<file path="src/rtl/alu_path_ctrl_if.sv">
// Control bundle between the multicycle ALU controller and its datapath.
// master = controller (reads IR fields/zero, drives selects and strobes); slave = datapath.
interface alu_path_ctrl_if;
    logic [5:0] opcode;
    logic [5:0] funct;
    logic       zero;
    logic [1:0] alu_a_sel;
    logic [1:0] alu_b_sel;
    logic [2:0] alu_op;
    logic [1:0] pc_src_sel;
    logic       pc_write;
    logic       ir_write;
    logic       mem_rd;
    logic       reg_write;
    logic       a_load;
    logic       b_load;
    logic       alu_out_load;
    logic       reg_dst_sel;
    logic       illegal;

    modport master (
        input  opcode, funct, zero,
        output alu_a_sel, alu_b_sel, alu_op, pc_src_sel,
        output pc_write, ir_write, mem_rd, reg_write,
        output a_load, b_load, alu_out_load, reg_dst_sel, illegal
    );

    modport slave (
        output opcode, funct, zero,
        input  alu_a_sel, alu_b_sel, alu_op, pc_src_sel,
        input  pc_write, ir_write, mem_rd, reg_write,
        input  a_load, b_load, alu_out_load, reg_dst_sel, illegal
    );
endinterface

</file>
<file path="src/rtl/alu_path_ctrl.sv">
// Multicycle fetch/decode/execute/writeback controller for the ALU datapath.
// Ports: clk, reset_n (async active-low), bus (alu_path_ctrl_if.master: IR fields, zero in; selects/strobes out).
module alu_path_ctrl #(
    parameter int MEM_WAIT_CYCLES = 2
) (
    input  logic           clk,
    input  logic           reset_n,
    alu_path_ctrl_if.master bus
);

    typedef enum logic [3:0] {
        S_RST,
        S_FETCH,
        S_DECODE,
        S_EXEC_R,
        S_WB_R,
        S_EXEC_I,
        S_WB_I,
        S_BRANCH,
        S_JUMP,
        S_ILLEGAL
    } state_t;

    localparam logic [2:0] LP_WAIT = 3'(MEM_WAIT_CYCLES);

    state_t     r_state;
    state_t     w_next;
    logic [2:0] r_wait;
    logic [2:0] w_wait_nxt;
    logic       w_r_ok;
    logic       w_fetch_done;

    assign w_r_ok = (bus.opcode == 6'h00) &&
                    ((bus.funct == 6'h20) ||
                     (bus.funct == 6'h22) ||
                     (bus.funct == 6'h24));

    assign w_fetch_done = (r_wait == LP_WAIT);

    always_ff @(posedge clk or negedge reset_n) begin
        if (!reset_n) begin
            r_state <= S_RST;
            r_wait  <= 3'd0;
        end else begin
            r_state <= w_next;
            r_wait  <= w_wait_nxt;
        end
    end

    always_comb begin
        w_next           = r_state;
        w_wait_nxt       = 3'd0;
        bus.alu_a_sel    = 2'b00;
        bus.alu_b_sel    = 2'b00;
        bus.alu_op       = 3'b000;
        bus.pc_src_sel   = 2'b00;
        bus.pc_write     = 1'b0;
        bus.ir_write     = 1'b0;
        bus.mem_rd       = 1'b0;
        bus.reg_write    = 1'b0;
        bus.a_load       = 1'b0;
        bus.b_load       = 1'b0;
        bus.alu_out_load = 1'b0;
        bus.reg_dst_sel  = 1'b0;
        bus.illegal      = 1'b0;

        unique case (r_state)
            S_RST: w_next = S_FETCH;
            S_FETCH: begin
                bus.mem_rd    = 1'b1;
                bus.alu_b_sel = 2'b01;
                bus.alu_op    = 3'b001;
                if (w_fetch_done) begin
                    bus.ir_write = 1'b1;
                    bus.pc_write = 1'b1;
                    w_next       = S_DECODE;
                end else begin
                    w_wait_nxt = r_wait + 3'd1;
                end
            end
            S_DECODE: begin
                // Speculatively form the branch target into ALUOut
                bus.a_load       = 1'b1;
                bus.b_load       = 1'b1;
                bus.alu_out_load = 1'b1;
                bus.alu_b_sel    = 2'b11;
                bus.alu_op       = 3'b001;
                if (w_r_ok)
                    w_next = S_EXEC_R;
                else if (bus.opcode == 6'h08)
                    w_next = S_EXEC_I;
                else if ((bus.opcode == 6'h04) || (bus.opcode == 6'h05))
                    w_next = S_BRANCH;
                else if (bus.opcode == 6'h02)
                    w_next = S_JUMP;
                else
                    w_next = S_ILLEGAL;
            end
            S_EXEC_R: begin
                bus.alu_a_sel    = 2'b01;
                bus.alu_out_load = 1'b1;
                case (bus.funct)
                    6'h20:   bus.alu_op = 3'b001;
                    6'h22:   bus.alu_op = 3'b010;
                    6'h24:   bus.alu_op = 3'b011;
                    default: bus.alu_op = 3'b000;
                endcase
                w_next = S_WB_R;
            end
            S_WB_R: begin
                bus.reg_write   = 1'b1;
                bus.reg_dst_sel = 1'b1;
                w_next          = S_FETCH;
            end
            S_EXEC_I: begin
                bus.alu_a_sel    = 2'b01;
                bus.alu_b_sel    = 2'b10;
                bus.alu_op       = 3'b001;
                bus.alu_out_load = 1'b1;
                w_next           = S_WB_I;
            end
            S_WB_I: begin
                bus.reg_write = 1'b1;
                w_next        = S_FETCH;
            end
            S_BRANCH: begin
                bus.alu_a_sel  = 2'b01;
                bus.alu_op     = 3'b010;
                bus.pc_src_sel = 2'b01;
                // beq takes on zero, bne on non-zero
                bus.pc_write   = ((bus.opcode == 6'h04) &&  bus.zero) ||
                                 ((bus.opcode == 6'h05) && !bus.zero);
                w_next         = S_FETCH;
            end
            S_JUMP: begin
                bus.pc_src_sel = 2'b10;
                bus.pc_write   = 1'b1;
                w_next         = S_FETCH;
            end
            S_ILLEGAL: bus.illegal = 1'b1;
            default:   w_next = S_RST;
        endcase
    end

endmodule

</file>
<file path="src/flat_wrapper.sv">
// flat-port wrapper written by rule: the top's interface ports become plain ports
module alu_path_ctrl_flat 
#(
    parameter int MEM_WAIT_CYCLES = 2
)
  (clk, reset_n, bus_opcode, bus_funct, bus_zero, bus_alu_a_sel, bus_alu_b_sel, bus_alu_op, bus_pc_src_sel, bus_pc_write, bus_ir_write, bus_mem_rd, bus_reg_write, bus_a_load, bus_b_load, bus_alu_out_load, bus_reg_dst_sel, bus_illegal);
  alu_path_ctrl_if bus_i ();
  input  logic clk;
  input  logic reset_n;
  input wire logic [$bits(bus_i.opcode)-1:0] bus_opcode;
  input wire logic [$bits(bus_i.funct)-1:0] bus_funct;
  input wire logic [$bits(bus_i.zero)-1:0] bus_zero;
  output wire logic [$bits(bus_i.alu_a_sel)-1:0] bus_alu_a_sel;
  output wire logic [$bits(bus_i.alu_b_sel)-1:0] bus_alu_b_sel;
  output wire logic [$bits(bus_i.alu_op)-1:0] bus_alu_op;
  output wire logic [$bits(bus_i.pc_src_sel)-1:0] bus_pc_src_sel;
  output wire logic [$bits(bus_i.pc_write)-1:0] bus_pc_write;
  output wire logic [$bits(bus_i.ir_write)-1:0] bus_ir_write;
  output wire logic [$bits(bus_i.mem_rd)-1:0] bus_mem_rd;
  output wire logic [$bits(bus_i.reg_write)-1:0] bus_reg_write;
  output wire logic [$bits(bus_i.a_load)-1:0] bus_a_load;
  output wire logic [$bits(bus_i.b_load)-1:0] bus_b_load;
  output wire logic [$bits(bus_i.alu_out_load)-1:0] bus_alu_out_load;
  output wire logic [$bits(bus_i.reg_dst_sel)-1:0] bus_reg_dst_sel;
  output wire logic [$bits(bus_i.illegal)-1:0] bus_illegal;
  assign bus_i.opcode = bus_opcode;
  assign bus_i.funct = bus_funct;
  assign bus_i.zero = bus_zero;
  assign bus_alu_a_sel = bus_i.alu_a_sel;
  assign bus_alu_b_sel = bus_i.alu_b_sel;
  assign bus_alu_op = bus_i.alu_op;
  assign bus_pc_src_sel = bus_i.pc_src_sel;
  assign bus_pc_write = bus_i.pc_write;
  assign bus_ir_write = bus_i.ir_write;
  assign bus_mem_rd = bus_i.mem_rd;
  assign bus_reg_write = bus_i.reg_write;
  assign bus_a_load = bus_i.a_load;
  assign bus_b_load = bus_i.b_load;
  assign bus_alu_out_load = bus_i.alu_out_load;
  assign bus_reg_dst_sel = bus_i.reg_dst_sel;
  assign bus_illegal = bus_i.illegal;
  alu_path_ctrl #(.MEM_WAIT_CYCLES(MEM_WAIT_CYCLES)) u_core (.clk(clk), .reset_n(reset_n), .bus(bus_i));
endmodule
</file>
<file path="config.mk">
export PLATFORM = sky130hd
export DESIGN_NAME = alu_path_ctrl_flat
export DESIGN_NICKNAME = d
export VERILOG_FILES = /design/src/rtl/alu_path_ctrl_if.sv /design/src/rtl/alu_path_ctrl.sv /design/src/flat_wrapper.sv
export SDC_FILE = /design/constraint.sdc
export NUM_CORES = 1
export LEC_CHECK = 0
export CORE_UTILIZATION = 37
export CTS_CLUSTER_DIAMETER = 100
export DETAILED_ROUTE_END_ITERATION = 10
export HOLD_SLACK_MARGIN = 0.06
export PLACE_DENSITY = 0.77
export SLEW_MARGIN = 10
export SYNTH_ARGS = -nofsm -noshare
export SYNTH_HDL_FRONTEND = slang
export SYNTH_SLANG_ARGS = --single-unit
</file>
<file path="constraint.sdc">
create_clock -name clk -period 1.5 [get_ports clk]
set_input_delay 0.225 -clock clk [delete_from_list [all_inputs] [get_ports clk]]
set_output_delay 0.225 -clock clk [all_outputs]
set_load 0.02 [all_outputs]
</file>
==> results of run 1 <==
-- stage by stage --
step                      setup TNS (ns)  hold WS (ns)  utilization (%)
after floorplan                  -0.0335       -0.0706                -
after global placement             -7.64         0.489             74.2
after detailed placement           -8.09         0.499             74.2
after CTS                          -3.02         0.231             74.5
after global routing               -3.69         0.251             87.0
final                              -2.95         0.226             87.0
-- state kept, by name, summed over array words and instances (netlist names) --
register	cells
u_core.r_wait	3
u_core.r_state	4
-- synth_stat cells, types with 2 or more instances --
cell type,count
a21oi_1,3
buf_4,3
clkbuf_1,4
dfrtp_1,7
inv_1,3
nand2_1,7
nand2b_1,6
nand3b_1,2
nor2_1,15
nor3_1,2
nor4_1,2
o21ai_0,3
xnor2_1,3
xor2_1,2
-- area by class of cell --
class,count,share of cell area [%]
Multi-Input combinational cell,65,41.1
Timing Repair Buffer,63,41.1
Tap cell,16,1.51
Inverter,3,1.04
Clock buffer,4,1.98
Sequential cell,7,13.2
-- worst paths after layout --
check                      cells after the start                 to  slack (ns)
max                                            5       bus_pc_write       -0.27
min                                            1  u_core.r_state[3]        0.23
max reg2reg                                    6  u_core.r_state[2]       -0.16
min reg2reg                                    2   u_core.r_wait[0]        0.54
max in group asynchronous                      1   u_core.r_wait[0]        1.05
min in group clk                               2   u_core.r_wait[0]        0.54
-- cell families after synthesis --
logic type             Yosys count  synth area share [%]
flip-flops                       7                  28.9
other                            1                 0.618
multiplexers                     1                  1.65
AND/OR/NAND/NOR                 42                  36.9
XOR/XNOR                         5                  7.22
AO/OA/AOI/OAI                   15                  16.7
buffers and inverters           10                  8.04
-- power by group through the flow --
stage	logic, µW	clock network [µW]	registers (µW)
after floorplan	773	0	297
after global placement	1400	0	283
after detailed placement	1430	0	287
after CTS	1440	173	287
after global routing	1920	183	295
final	1820	171	291
-- timing repair --
action                     in CTS  in global routing
setup endpoints to repair      21                 21
pin swaps                       9                 13
setup buffers                   1                  7
gates cloned                    0                  0
resized for setup              94                 34
-- per-layer routing --
layer  GRT usage (%)  vias up  share of wire, %
li1                -      401                 -
met5               0        -                 0
met3            3.02        4               3.9
met1            29.4      414                38
met2            45.5       32                56
met4            3.75        0               1.2
-- worst max-delay path, delay by kind of cell, from the launching register on --
family / cells / cell delay [ns]
flops: 1 / 0.37
simple gates: 4 / 0.80
buf+inv: 1 / 0.12
==> impl_metrics.toml, run 1 <==
[run_status]
run_status = "finished, violations left"
violations = "negative setup slack"

[placement]
port_buffers = 30
dp_hpwl_um = 1650
dp_cells = 146
gp_congestion = 0.811
placed_area_um2 = 1130
pre_cts_ws_ns = -0.943

[global_routing]
grt.total_usage_pct = 24.2
grt_pass1_wl_um = 3330
antenna_found_initial = 0
grt_overflow = 0
grt_max_degree = 15
grt_pass1_vias = 750

[cells_and_area]
nFillCells = 77
mostFrequentLayoutCells = "36 x buf_4, 10 x buf_6, 9 x clkdlybuf4s50_1, 8 x nor2_1, 7 x dfrtp_1"
final_common_cell = "buf_4"
nets = 158
regArea_um2 = 175
layout-drive-gt1-share_pct = 62.0
area_growth_syn_to_layout_pct = 119
multiInputGateArea_um2 = 546
fin_cells = 158
postLayoutCellArea_um2 = 1330
diodes = 0

[power]
p_switching_uw = 1020
cellLeakagePower_uw = 0.000626
power_frac_seq_pct = 12.7
clkPwrFrac_pct = 7.5
p_int_uw = 1260
switching_share_pct = 44.7
p_per_area_nw_per_um2 = 1720
power.total_uw = 2280
combPwrFrac_pct = 79.8
peakVddDrop_v = 0.00137

[floorplan]
start_util_pct = 39.8
ioPinCount = 33
dieArea_um2 = 1810
core-area_um2 = 1520
core.rowCount = 14
die_h_um = 42.5
die_w_um = 42.5

[clock_tree]
clk_pin_slew_ns = 0.05
cts_max_path_buffers = 2
cts_tree = "built"
clkLatencyLatePin_ns = 0.25
htreeDepth = 1
clockRootBuffer = "clkbuf_4"
numCtsBuffers = 3
cts_sinks = 7
postCtsHoldBufs = 0

[timing]
fin_worst_skew_ns = 0.000346
fin_crit_sh_pct = 118
maxSlewViolCount = 0
setup_viol = 19
min_period_ns = 1.77
fin_ws_ns = -0.266
hold_viol_final = 0
fmax_ghz = 0.566
rsz0062_at_grt = "yes"

[yosys]
yosysSeqAreaShare_pct = 28.9
syn-cell-area_um2 = 607
async_reset_ff_share_pct = 100
synthFlopType = "dfrtp_1"
syn_avg_cell_area_um2 = 7.49
yosysTopAreaCellShare_pct = 28.9
netlist_instances = 81
synth_warnings = 0
ys_types = 33
synth_enable_flop_cells = 0
synth_area_leader_cell = "dfrtp_1"
ys_seq_elements = 7
synthTopCellsByArea = "dfrtp_1 29%, nor2_1 9.3%, nand2b_1 6.2%"

[worst_setup_path]
crit_start = "u_core.r_state[3]"
reg2reg_from = "u_core.r_state[2]"
slowest_delay_ns = 0.57
arrival_ns = 1.54
end_kind = "primary output"
crit_type = "flip-flop to primary output"
cp_slowest_cell = "or4b_4"
crit_path_cell_trace = "or4b_4 > nor2_4 > nor2_2 > nand2_2 > buf_6"
critPathMaxFanout = 3
crit_required_ns = 1.27
startpoint_type = "flip-flop"

[detailed_routing]
antenna_left = 0
drc = 0
avgRoutedWirePerCell_um = 16.5
wl_um = 2610
vias = 851
first_iter_violations = 21
viasPerCell = 5.39
dr.pass1.iters = 4

[min_path]
hold_class = "input port to asynchronous set/reset pin"

[run]
cap_violations = 0
Note: power is estimated with default switching activity, not from simulation.
==> inputs of run 2 (changes only) <==
- CORE_ASPECT_RATIO: unset -> 0.9
==> run 2 against run 1 <==
Net effect: the run now fails in global routing; synthesized cell count did not move; synthesized area did not move.
==> impl_metrics.toml, run 2 <==
[placement]
dp_hpwl_um = 1580
pre_cts_ws_ns = -0.947
placed_area_um2 = 1150
gp_congestion = 0.769
port_buffers = 30

[global_routing]
grt_max_degree = 15

[clock_tree]
cts_sinks = 7
numCtsBuffers = 3
htreeDepth = 1
clockRootBuffer = "clkbuf_4"
cts_max_path_buffers = 2
postCtsHoldBufs = 0

[yosys]
yosysSeqAreaShare_pct = 28.9
synth.most_common_cell = "nor2_1"
ys_types = 33
synth_area_leader_cell = "dfrtp_1"
async_reset_ff_share_pct = 100
ys_seq_elements = 7
synthFlopType = "dfrtp_1"
syn-cell-area_um2 = 607
synthTopCellsByArea = "dfrtp_1 29%, nor2_1 9.3%, nand2b_1 6.2%"
synth_enable_flop_cells = 0
yosysTopAreaCellShare_pct = 28.9
netlist_instances = 81
synth_warnings = 0
syn_avg_cell_area_um2 = 7.49
synth_commonest_cells = "15 x nor2_1, 7 x dfrtp_1, 7 x nand2_1, 6 x nand2b_1, 4 x clkbuf_1"

[run_status]
run_status = "aborted with a tool error"
error_line = "[ERROR DPL-0038] Utilization greater than 100%, impossible to legalize"
stop_stage = "global routing"

[floorplan]
core.rowCount = 13
die_h_um = 40.4
ioPinCount = 33
die_w_um = 44.7
start_util_pct = 41.0

[timing]
worst_endpoint_kind = "top-level output"
grt-worst-endpoint = "bus_pc_write"
## run 2: what timing repair did
action | CTS
resized for setup | 119
setup buffers | 9
cloned | 0
pin swaps | 8
endpoints found under the hold margin | 0
endpoints found under the setup margin | 21
## run 2: cell families after synthesis
family / synth area share, %
buffers and inverters: 8.04
other: 0.618
muxes: 1.65
and+or+nand+nor: 36.9
DFF: 28.9
AOI/OAI and AO/OA: 16.7
xor gates and xnor gates: 7.22
## run 2: per-stage QoR
stage | instances | TNS [ns] | util, %
CTS | 167 | -2.47 | 88.9
detailed placement | 154 | -8.07 | 77.9
global placement | 154 | -7.64 | 77.9
floorplan | 82 | -0.0335 | -
==> inputs of run 3 (changes only) <==
- CORE_AREA: unset -> 2 2 63 65
- CORE_ASPECT_RATIO: 0.9 -> unset
- CORE_UTILIZATION: 37 -> unset
- CTS_CLUSTER_DIAMETER: 100 -> unset
- DIE_AREA: unset -> 0 0 65 67
- HOLD_SLACK_MARGIN: 0.06 -> unset
- PLACE_DENSITY: 0.77 -> unset
- PLACE_DENSITY_LB_ADDON: unset -> 0.15
==> run 3 against run 2 <==
Net effect: the flow now finishes, with violations (negative setup slack).
==> impl_metrics.toml, run 3 (synthesis results as in run 1) <==
[detailed_routing]
top_layer = "met4"
met1_length_um = 907
viasPerCell = 4.18
drc = 0
wl_um = 2090
first_iter_violations = 17
wl_met3_um = 127
vias = 816
avgRoutedWirePerCell_um = 10.7
dr.pass1.iters = 3
antenna_left = 0
wl_met2_um = 1040

[placement]
gp_congestion = 0.816
dp_hpwl_um = 1590
port_buffers = 30

[global_routing]
grt_pass1_wl_um = 3410
grt_pass1_vias = 846
grt_overflow = 0
antenna_found_initial = 0
grt.total_usage_pct = 10.0
grt_max_degree = 13

[power]
clkPwrFrac_pct = 10.2
power.total_uw = 2530
cellLeakagePower_uw = 0.000689
p_int_uw = 1490
peakVddDrop_v = 0.000418
p_per_area_nw_per_um2 = 1680
switching_share_pct = 40.9
p_switching_uw = 1030
power_frac_seq_pct = 11.5
combPwrFrac_pct = 78.3

[cells_and_area]
regMostFlops = "u_core.r_state"
area_growth_syn_to_layout_pct = 147
mostFrequentLayoutCells = "29 x buf_4, 24 x buf_6, 8 x clkdlybuf4s50_1, 7 x dfrtp_1"
largest_reg_flops = 4
nets = 163
fin_util_pct = 41.6
diodes = 0
final_common_cell = "buf_4"
regArea_um2 = 175
multiInputGateArea_um2 = 581
nFillCells = 370
reg_top3 = "u_core.r_state: 4 flops, u_core.r_wait: 3 flops"
layout-drive-gt1-share_pct = 66.0

[floorplan]
core-area_um2 = 3610
core.rowCount = 22
start_util_pct = 16.8
die_w_um = 65
dieArea_um2 = 4360
ioPinCount = 33
die_h_um = 67

[timing]
fmax_ghz = 0.575
fin_ws_ns = -0.239
fin_worst_skew_ns = 0.00266
fin_crit_sh_pct = 116
tns_ns = -1.87
setup_viol = 17
hold_viol_final = 0
rsz0062_at_grt = "yes"
maxSlewViolCount = 0
min_period_ns = 1.74
holdWs_ns = 0.249

[worst_setup_path]
r2r_slack_ns = -0.07
reg2reg_from = "u_core.r_state[2]"
slowest_delay_ns = 0.57
startpoint_type = "flip-flop"
crit_required_ns = 1.27
r2r_end = "u_core.r_state[2]"
crit_type = "flip-flop to primary output"
crit_path_cell_trace = "or4b_4 > nor2_4 > nor2_2 > nand2_2 > buf_6"
end_kind = "primary output"
worst-path-buf-inv = 1
cp_top_family = "simple AND/OR/NAND/NOR gates"
path_depth = 5
cp_slowest_cell = "or4b_4"
arrival_ns = 1.51
critPathMaxFanout = 4
reg2regPathDepth = 6

[run_status]
violations = "negative setup slack"
run_status = "finished, violations left"

[clock_tree]
cts_tree = "built"
clkLatencyLatePin_ns = 0.22
htreeDepth = 1
cts_sinks = 7
numCtsBuffers = 3
clk_pin_slew_ns = 0.04
clockRootBuffer = "clkbuf_8"
cts_max_path_buffers = 2

[run]
cap_violations = 0

[min_path]
hold_class = "input port to asynchronous set/reset pin"
run 3: how the worst max path moves through the flow:
| stage | from | to | slack [ns] |
|---|---|---|---|
| after floorplan | bus_funct[0] | bus_alu_op[0] | -0.02 |
| after global placement | bus_funct[0] | bus_alu_op[0] | -0.95 |
| after detailed placement | bus_funct[0] | bus_alu_op[0] | -0.95 |
| after CTS | u_core.r_state[2] | bus_pc_write | -0.25 |
| after global routing | u_core.r_state[2] | bus_pc_write | -0.28 |
| final | u_core.r_state[2] | bus_pc_write | -0.24 |
run 3: power groups by stage:
stage	combinational, µW	sequential, µW	clock, µW
2_1_floorplan	773	297	0
3_3_place_gp	1470	289	0
3_5_place_dp	1470	288	0
4_1_cts	1760	288	265
5_1_grt	2120	297	278
6_report	1980	291	258
run 3: area by class of cell:
class                           count  area share [%]
Timing Repair Buffer               68            41.5
Multi-Input combinational cell     65            38.7
Sequential cell                     7            11.7
Tap cell                           48            4.00
Clock buffer                        4            3.00
Inverter                            3            1.08
run 3: per-layer routing:
layer	up-vias	GRT usage, %
li1	408	-
met1	380	11.8
met2	26	18.3
met3	2	1.18
met4	0	3.99
met5	-	0
run 3: timing repair:
| item | in CTS | in global routing |
|---|---|---|
| endpoints found under the setup margin | 21 | 21 |
| hold buffers | 0 | 0 |
| gates resized for setup | 119 | 29 |
| buffers inserted | 5 | 5 |
| pin swaps | 12 | 12 |
run 3: stage by stage:
step	area, µm²	std cells	setup WS, ns
floorplan	662	82	-0.0169
global placement	1210	183	-0.947
detailed placement	1210	183	-0.954
CTS	1360	192	-0.246
global route	1500	195	-0.285
finish	1500	195	-0.239
==> RTL change: new RTL, flow settings as in run 1 <==
The 10 states of `state_t` get a one-hot encoding in 10 bits.
--- a/src/rtl/alu_path_ctrl.sv
+++ b/src/rtl/alu_path_ctrl.sv
@@ -10,13 +10,13 @@
 
-    typedef enum logic [3:0] {
-        S_RST,
-        S_FETCH,
-        S_DECODE,
-        S_EXEC_R,
-        S_WB_R,
-        S_EXEC_I,
-        S_WB_I,
-        S_BRANCH,
-        S_JUMP,
-        S_ILLEGAL
+    typedef enum logic [9:0] {
+        S_RST     = 10'b0000000001,
+        S_FETCH   = 10'b0000000010,
+        S_DECODE  = 10'b0000000100,
+        S_EXEC_R  = 10'b0000001000,
+        S_WB_R    = 10'b0000010000,
+        S_EXEC_I  = 10'b0000100000,
+        S_WB_I    = 10'b0001000000,
+        S_BRANCH  = 10'b0010000000,
+        S_JUMP    = 10'b0100000000,
+        S_ILLEGAL = 10'b1000000000
     } state_t;
Formal check against the unedited RTL: no difference found for any inputs over 10 cycles, from zero or initial values and one cycle with reset_n low; not proved beyond that.
==> RTL change against run 1 <==
The flow still finishes with violations (negative setup slack); clock skew up 2.7 ps; sequential cell count rose by 6; critical path type unchanged; cell area grew 39%; fmax is 17% lower; power is 13% lower; wire length increased by 61%; area after synthesis increased by 50%; first-iteration DRC count grew 43%; global-route usage is 5.9 points higher; worst hold slack improved by 4.9 ps; critical path depth rose by 1; largest cell class unchanged; worst setup slack worse by 360 ps; synthesized cell count rose by 27%.
==> RTL change: results (changes against run 1) <==
Dpl cells: 196 (was 146)
Crit path from: u_core.r_state[1]$_DFFE_PN0P_ (was u_core.r_state[3]$_DFFE_PN0P_)
Total wire length: 4.22 mm (was 2.61 mm)
Synth Area in Compound Gates: 0.0989 (was 0.167)
Register area share after synthesis: 0.359 (was 0.289)
WL/cell: 20.3 um (was 16.5 um)
Multi-input logic area: 718 um^2 (was 546 um^2)
IR drop worst, VDD: 0.800 mV (was 1.37 mV)
Clock buf/inv share: 0.0142 (was 0.0198)
Post-DP HPWL: 2.34 mm (was 1.65 mm)
Gpl congestion: 0.871 (was 0.811)
Seq_cells: 13 (was 7)
Final setup viols: 27 (was 19)
CP Max Fanout: 4 (was 3)
M1 WL: 1.49 mm (was 1.01 mm)
Buffer share of cell area: 0.385 (was 0.411)
Clock Skew: 3.02 ps (was 0.346 ps)
CP peak stage delay: 420 ps (was 570 ps)
Clk slew on worst S/H paths: 100 ps (was 50 ps)
Status: finished, violations left (unchanged)
Post-place setup slack: -1120 ps (was -943 ps)
Cells after synthesis: 103 (was 81)
Int Power: 0.00115 W (was 0.00126 W)
Non-clock buffers: 79 (was 63)
Design area: 1840 um^2 (was 1330 um^2)
DRT iter0 DRCs: 30 (was 21)
First-pass GRT wire length: 5.69 mm (was 3.33 mm)
Layout cells sized above 1: 0.600 (was 0.620)
XOR/XNOR share of the synthesized area: 0.0865 (was 0.0722)
Seq/total area: 0.178 (was 0.132)
#MultiIn Comb: 77 (was 65)
Largest net degree at the start of global routing: 14 (was 15)
Post-synthesis mux area share: 0 (was 0.0165)
Later-pin clock latency in the skew report: 290 ps (was 250 ps)
Violated checks: negative setup slack (unchanged)
Synth cell types: 38 (was 33)
Slowest CP cell: dfrtp_1 (was or4b_4)
Vias in the first global route: 1,273 (was 750)
Post-synth top cells: nor2_1, dfrtp_1, nand2_1 (unchanged)
Top Registers: u_core.r_state x10, u_core.r_wait x3 (was u_core.r_state x4, u_core.r_wait x3)
Worst setup margin: -621 ps (was -266 ps)
Seq power: 0.000454 W (was 0.000291 W)
[RTL change: changes by cell type in the layout (fill, tap and decap cells not counted), sizes merged, moves of 5 or more]
cell                  run 1  this run
clkdlybuf4s50             9        14
nor3                      2         7
buf                      53        65
nand2b                    6         0
dfrtp                     7        12
[RTL change: final timing paths]
| check | end | slack [ps] | depth (start not counted) |
|---|---|---|---|
| setup / recovery | bus_alu_op[1] | -620 | 6 |
| hold / removal | u_core.r_wait[1]$_DFF_PN0_ | 230 | 2 |
| setup reg to reg | u_core.r_state[3]$_DFFE_PN0P_ | -490 | 7 |
| hold reg to reg | u_core.r_wait[0]$_DFF_PN0_ | 610 | 2 |
| max in group asynchronous | u_core.r_state[0]$_DFFE_PN1P_ | 1030 | 2 |
| min in group clk | u_core.r_wait[0]$_DFF_PN0_ | 610 | 2 |
[RTL change: stage by stage]
stage / setup TNS, ps / total power [W] / utilization
final: -10850 / 0.00198 / 0.810
after global routing: -12770 / 0.00206 / 0.810
after CTS: -9400 / 0.00176 / 0.747
after detailed placement: -12540 / 0.00144 / 0.686
after global placement: -11940 / 0.00140 / 0.686
after floorplan: -701 / 0.000917 / -
[RTL change: cell families (layout without fill, tap and decap cells)]
group | count (synthesis) | count (layout)
other cells | 1 | 2
buf+inv | 14 | 90
simple gates | 53 | 53
xor+xnor | 9 | 9
flops | 13 | 13
compound gates | 13 | 13
[RTL change: layer usage]
| metal | GRT usage | up-vias |
|---|---|---|
| met5 | 0 | - |
| met1 | 0.268 | 563 |
| met2 | 0.578 | 89 |
| met3 | 0.0819 | 28 |
| li1 | - | 513 |
| met4 | 0.198 | 0 |
[RTL change: worst register-to-register path, stage by stage, from the launching register on]
cell	delay (ps)
dfrtp_1	420
buf_6	140
nor4_4	320
buf_4	180
nand4_1	240
buf_4	250
buf_8	140
nor4_2	230
